`src/rtl/imem_loader.sv`:
```
// imem_loader: boot-time SimpleRisc program loader.
// Assembles a big-endian byte stream (header N, N program words, XOR checksum)
// into 32-bit words and writes the program words into instruction memory.
// The processor is held in reset until a complete, checksum-verified load.
module imem_loader #(
    parameter int ADDR_W = 10
) (
    input  logic              i_clk,
    input  logic              i_reset,
    input  logic              i_start,
    input  logic              i_byte_valid,
    input  logic [7:0]        i_byte_data,
    output logic              o_byte_ready,
    output logic              o_imem_we,
    output logic [ADDR_W-1:0] o_imem_addr,
    output logic [31:0]       o_imem_wdata,
    output logic              o_cpu_hold,
    output logic              o_done,
    output logic              o_error,
    output logic [ADDR_W:0]   o_words_loaded
);

    localparam logic [31:0] MAX_WORDS = 32'd1 << ADDR_W;

    typedef enum logic [2:0] {
        S_IDLE,
        S_HDR,
        S_LOAD,
        S_CHK,
        S_DONE,
        S_ERR
    } state_t;

    state_t r_state;
    state_t w_next_state;

    logic [1:0]        r_bcnt;
    logic [23:0]       r_shift;
    logic [31:0]       r_csum;
    logic [ADDR_W:0]   r_n;
    logic [ADDR_W:0]   r_words_loaded;
    logic              r_byte_ready;
    logic              r_we;
    logic [ADDR_W-1:0] r_addr;
    logic [31:0]       r_wdata;
    logic              r_cpu_hold;
    logic              r_done;
    logic              r_error;

    logic              w_xfer;
    logic              w_word_done;
    logic              w_start_ok;
    logic              w_last_word;
    logic [31:0]       w_word;
    logic [ADDR_W:0]   w_wl_inc;

    // The fourth byte is taken straight from the input so a word completes
    // on the same edge that accepts its last byte.
    assign w_xfer      = i_byte_valid && r_byte_ready;
    assign w_word_done = w_xfer && (r_bcnt == 2'd3);
    assign w_word      = {r_shift, i_byte_data};
    assign w_wl_inc    = r_words_loaded + {{ADDR_W{1'b0}}, 1'b1};
    assign w_last_word = (w_wl_inc == r_n);
    assign w_start_ok  = i_start &&
                         ((r_state == S_IDLE) || (r_state == S_DONE) || (r_state == S_ERR));

    // State register.
    always_ff @(posedge i_clk) begin
        if (i_reset) begin
            r_state <= S_IDLE;
        end else begin
            r_state <= w_next_state;
        end
    end

    // Next-state logic: transitions on word completion or on an honoured start.
    always_comb begin
        w_next_state = r_state;
        case (r_state)
            S_IDLE: begin
                if (i_start) w_next_state = S_HDR;
            end
            S_HDR: begin
                if (w_word_done) begin
                    if (w_word > MAX_WORDS)   w_next_state = S_ERR;
                    else if (w_word == 32'd0) w_next_state = S_CHK;
                    else                      w_next_state = S_LOAD;
                end
            end
            S_LOAD: begin
                if (w_word_done && w_last_word) w_next_state = S_CHK;
            end
            S_CHK: begin
                if (w_word_done) begin
                    w_next_state = (w_word == r_csum) ? S_DONE : S_ERR;
                end
            end
            S_DONE, S_ERR: begin
                if (i_start) w_next_state = S_HDR;
            end
            default: w_next_state = S_IDLE;
        endcase
    end

    // Datapath and registered outputs; status flags follow the next state so
    // they are visible the cycle after the deciding edge.
    always_ff @(posedge i_clk) begin
        if (i_reset) begin
            r_bcnt         <= 2'd0;
            r_shift        <= 24'd0;
            r_csum         <= 32'd0;
            r_n            <= '0;
            r_words_loaded <= '0;
            r_byte_ready   <= 1'b0;
            r_we           <= 1'b0;
            r_addr         <= '0;
            r_wdata        <= 32'd0;
            r_cpu_hold     <= 1'b1;
            r_done         <= 1'b0;
            r_error        <= 1'b0;
        end else begin
            r_we         <= 1'b0;
            r_byte_ready <= (w_next_state == S_HDR) || (w_next_state == S_LOAD) ||
                            (w_next_state == S_CHK);
            r_cpu_hold   <= (w_next_state != S_DONE);
            r_done       <= (w_next_state == S_DONE);
            r_error      <= (w_next_state == S_ERR);

            if (w_start_ok) begin
                r_bcnt         <= 2'd0;
                r_csum         <= 32'd0;
                r_words_loaded <= '0;
            end else if (w_xfer) begin
                r_bcnt  <= r_bcnt + 2'd1;
                r_shift <= {r_shift[15:0], i_byte_data};
                if (w_word_done && (r_state == S_HDR)) begin
                    r_n <= w_word[ADDR_W:0];
                end
                if (w_word_done && (r_state == S_LOAD)) begin
                    r_we           <= 1'b1;
                    r_addr         <= r_words_loaded[ADDR_W-1:0];
                    r_wdata        <= w_word;
                    r_words_loaded <= w_wl_inc;
                    r_csum         <= r_csum ^ w_word;
                end
            end
        end
    end

    assign o_byte_ready   = r_byte_ready;
    assign o_imem_we      = r_we;
    assign o_imem_addr    = r_addr;
    assign o_imem_wdata   = r_wdata;
    assign o_cpu_hold     = r_cpu_hold;
    assign o_done         = r_done;
    assign o_error        = r_error;
    assign o_words_loaded = r_words_loaded;

endmodule

```
`config.mk`:
```
export PLATFORM = sky130hd
export DESIGN_NAME = imem_loader
export DESIGN_NICKNAME = d
export VERILOG_FILES = /design/src/rtl/imem_loader.sv
export SDC_FILE = /design/constraint.sdc
export NUM_CORES = 1
export LEC_CHECK = 0
export ABC_AREA = 1
export CORE_MARGIN = 2
export CORE_UTILIZATION = 50
export DETAILED_ROUTE_END_ITERATION = 8
export PLACE_DENSITY = 0.73
export SETUP_SLACK_MARGIN = 0.05
export SYNTH_ARGS = -nofsm -noshare
export SYNTH_HDL_FRONTEND = slang
export SYNTH_SLANG_ARGS = --single-unit
```
`constraint.sdc`:
```
create_clock -name i_clk -period 2.46 [get_ports i_clk]
set_clock_uncertainty 0.2 [all_clocks]
set_input_delay 0.369 -clock i_clk [delete_from_list [all_inputs] [get_ports i_clk]]
set_output_delay 0.369 -clock i_clk [all_outputs]
set_load 0.005 [all_outputs]
```
==> metrics.txt <==
# port buffers 69; total core area 10700 um^2; CTS max path bufs 2; clock root buffer clkbuf_8; Area Growth Syn to Fin 27.2%; synthesized flop and latch total 130; Register-to-Register Path Depth 12; fin cells 959; setup ws final 309 ps; most common cell after layout, fill and taps aside dfxtp_1; Final min period 2150 ps; Final ANT Viol Nets 0; leading cell types in the layout, fill and taps excluded 130 x dfxtp_1, 127 x nand2_1, 110 x o21ai_0; Hold Path Sink r_n[1]; Crit Path Max Fanout 9; global placer's final weighted congestion 0.916; actual slew at the worst max-slew pin 426 ps; GRT Overall Usage 0.247; global-route wire length before repair 22.7 mm; Cells after DPL 927; Final Total Pwr 0.00509 W; DR vias 5110; clock sink count 130; Worst EP required 1890 ps; die area 11700 um^2; leakage 2.83 nW; Pins Over Slew Limit 0; final period utilization 0.874; Worst Hold Class flip-flop to flip-flop; data arrival time of the worst path 1580 ps; Primary FF master, synth dfxtp_1; post_cts resized 0; unrepaired setup endpoints after global routing false; Post-CTS Hold Buffers 0; maximum vdd drop 384 uV; Die X 108 um; outcome complete, no violations; CP endpoint kind output port; Setup Viol. Count Final 0; Top Ports 70; DP HPWL 9.54 mm; ys async rst share 0; min-delay src r_n[1]; clock latency on the worst-skew pair 520 ps; sequence of cells on the critical path clkdlybuf4s50_1; Post-synth EDFFs 0; Syn Inst Count 738; Buffers & Inverters on Critical Path 1; max_slew headroom 0.716; # fillers 921; nets@finish 820; Die H 108 um; r2r startpoint o_words_loaded[1]; setup slack, reg-to-reg 390 ps; max-cap violation count 0; largest net degree at the start of global routing 100; post-CTS setup buffers 0; clk slew on worst S/H paths 60 ps; reg2reg end r_state[0]; share of cells above drive strength 1 0.0794; final hold vios 0; Place WS -0.931 ps; CP top delay family buffers and inverters; Starting DRT DRC Count 324; Synth cell types 27; WHS 272 ps; initial antenna violation count 0; Crit-path slowest cell clkdlybuf4s50_1; Ant. Diodes 0; Initial Utilization 0.507; routed len/inst 14.5 um; TritonCTS clock tree done; Fmax 465 MHz; Synth Warn # 0; pwr/cell area 734 nW/um^2; final core occ 0.645; Startpoint Class flip-flop; H-tree Lvls 4; first-pass iteration count of the detailed router 5; Mapped Nets 752; DRC Markers 0; CTS Buf Count 17; kind of critical path flip-flop to output port; worst hold path stage count 2; synthesized area 5440 um^2; Critical Path Max Stage Delay 570 ps; vias in the first global route 4788; row count 38; Seq/Total Area, Yosys 0.478; Remaining Overflow, GRT 0; WL final 13.9 mm; Mean Syn Cell Area 7.38 um^2; vias per cell 5.33
==> where the power goes <==
| part | switching (W) | internal (W) |
|---|---|---|
| logic | 0.000195 | 0.000109 |
| clock network | 0.000910 | 0.00170 |
| registers | 0.0000368 | 0.00214 |
| total | 0.00114 | 0.00395 |
==> kinds of logic after synthesis <==
kind of cell,Yosys count,synth area share
AND/OR/NAND/NOR,244,0.188
AO/OA/AOI/OAI,221,0.207
flip-flops,130,0.478
buffers and inverters,118,0.0848
XOR/XNOR,23,0.0370
adder cells (fa/ha/maj),2,0.00460
==> stage by stage <==
stage / TNS [ps] / area [um^2]
floorplan: 0 / 5440
finish: 0 / 6930
detailed placement: -0.931 / 6300
global placement: 0 / 6300
global route: 0 / 6930
CTS: 0 / 6930
==> worst max-delay path by stage <==
stage	from	cells past startpoint	slack, ps	endpoint
after floorplan	o_words_loaded[0]	13	640	o_cpu_hold
after global placement	i_byte_valid	9	40	o_imem_wdata[0]
after detailed placement	i_byte_valid	9	-0.9	o_imem_wdata[0]
after CTS	o_words_loaded[5]	1	290	o_words_loaded[5]
after global routing	o_words_loaded[1]	12	190	r_state[0]
final	o_words_loaded[5]	1	310	o_words_loaded[5]
==> routing by layer <==
metal / vias to the layer above / part of all wire / track usage
met3: 18 / 0.053 / 0.0573
met2: 151 / 0.46 / 0.394
li1: 2569 / - / -
met5: - / 0 / 0
met1: 2372 / 0.47 / 0.325
met4: 0 / 0.014 / 0.0989
==> sequential cells by signal (all words and copies together), names as in the netlist <==
name,count
o_imem_addr,10
o_words_loaded,11
o_cpu_hold,1
r_n,11
r_state,3
o_done,1
r_shift,24
o_imem_wdata,32
r_csum,32
o_byte_ready,1
r_bcnt,2
o_imem_we,1
o_error,1
==> Yosys cell counts (2+ instances only) <==
cell type / number / share of area
a211oi_1: 3 / 0.0041
a21oi_1: 101 / 0.093
a31oi_1: 3 / 0.0034
buf_2: 8 / 0.0074
buf_4: 2 / 0.0028
clkbuf_1: 23 / 0.016
dfxtp_1: 130 / 0.48
ha_1: 2 / 0.0046
inv_1: 75 / 0.052
inv_2: 8 / 0.0055
nand2_1: 127 / 0.088
nand2_2: 2 / 0.0023
nand3_1: 40 / 0.037
nand3_2: 2 / 0.0037
nand4_1: 5 / 0.0057
nor2_1: 54 / 0.037
nor2_2: 5 / 0.0057
nor3_1: 7 / 0.0064
o211ai_1: 3 / 0.0041
o21ai_0: 110 / 0.10
xnor2_1: 16 / 0.026
xor2_1: 7 / 0.011
==> final cells by class <==
type	count	area [um^2]	share of cell area
Timing Repair Buffer	84	828	0.120
Clock buffer	19	442	0.0638
Tap cell	140	175	0.0253
Inverter	83	312	0.0450
Sequential cell	130	2600	0.376
Clock inverter	13	183	0.0264
Multi-Input combinational cell	490	2380	0.344
(Power assumes the default switching activity.)
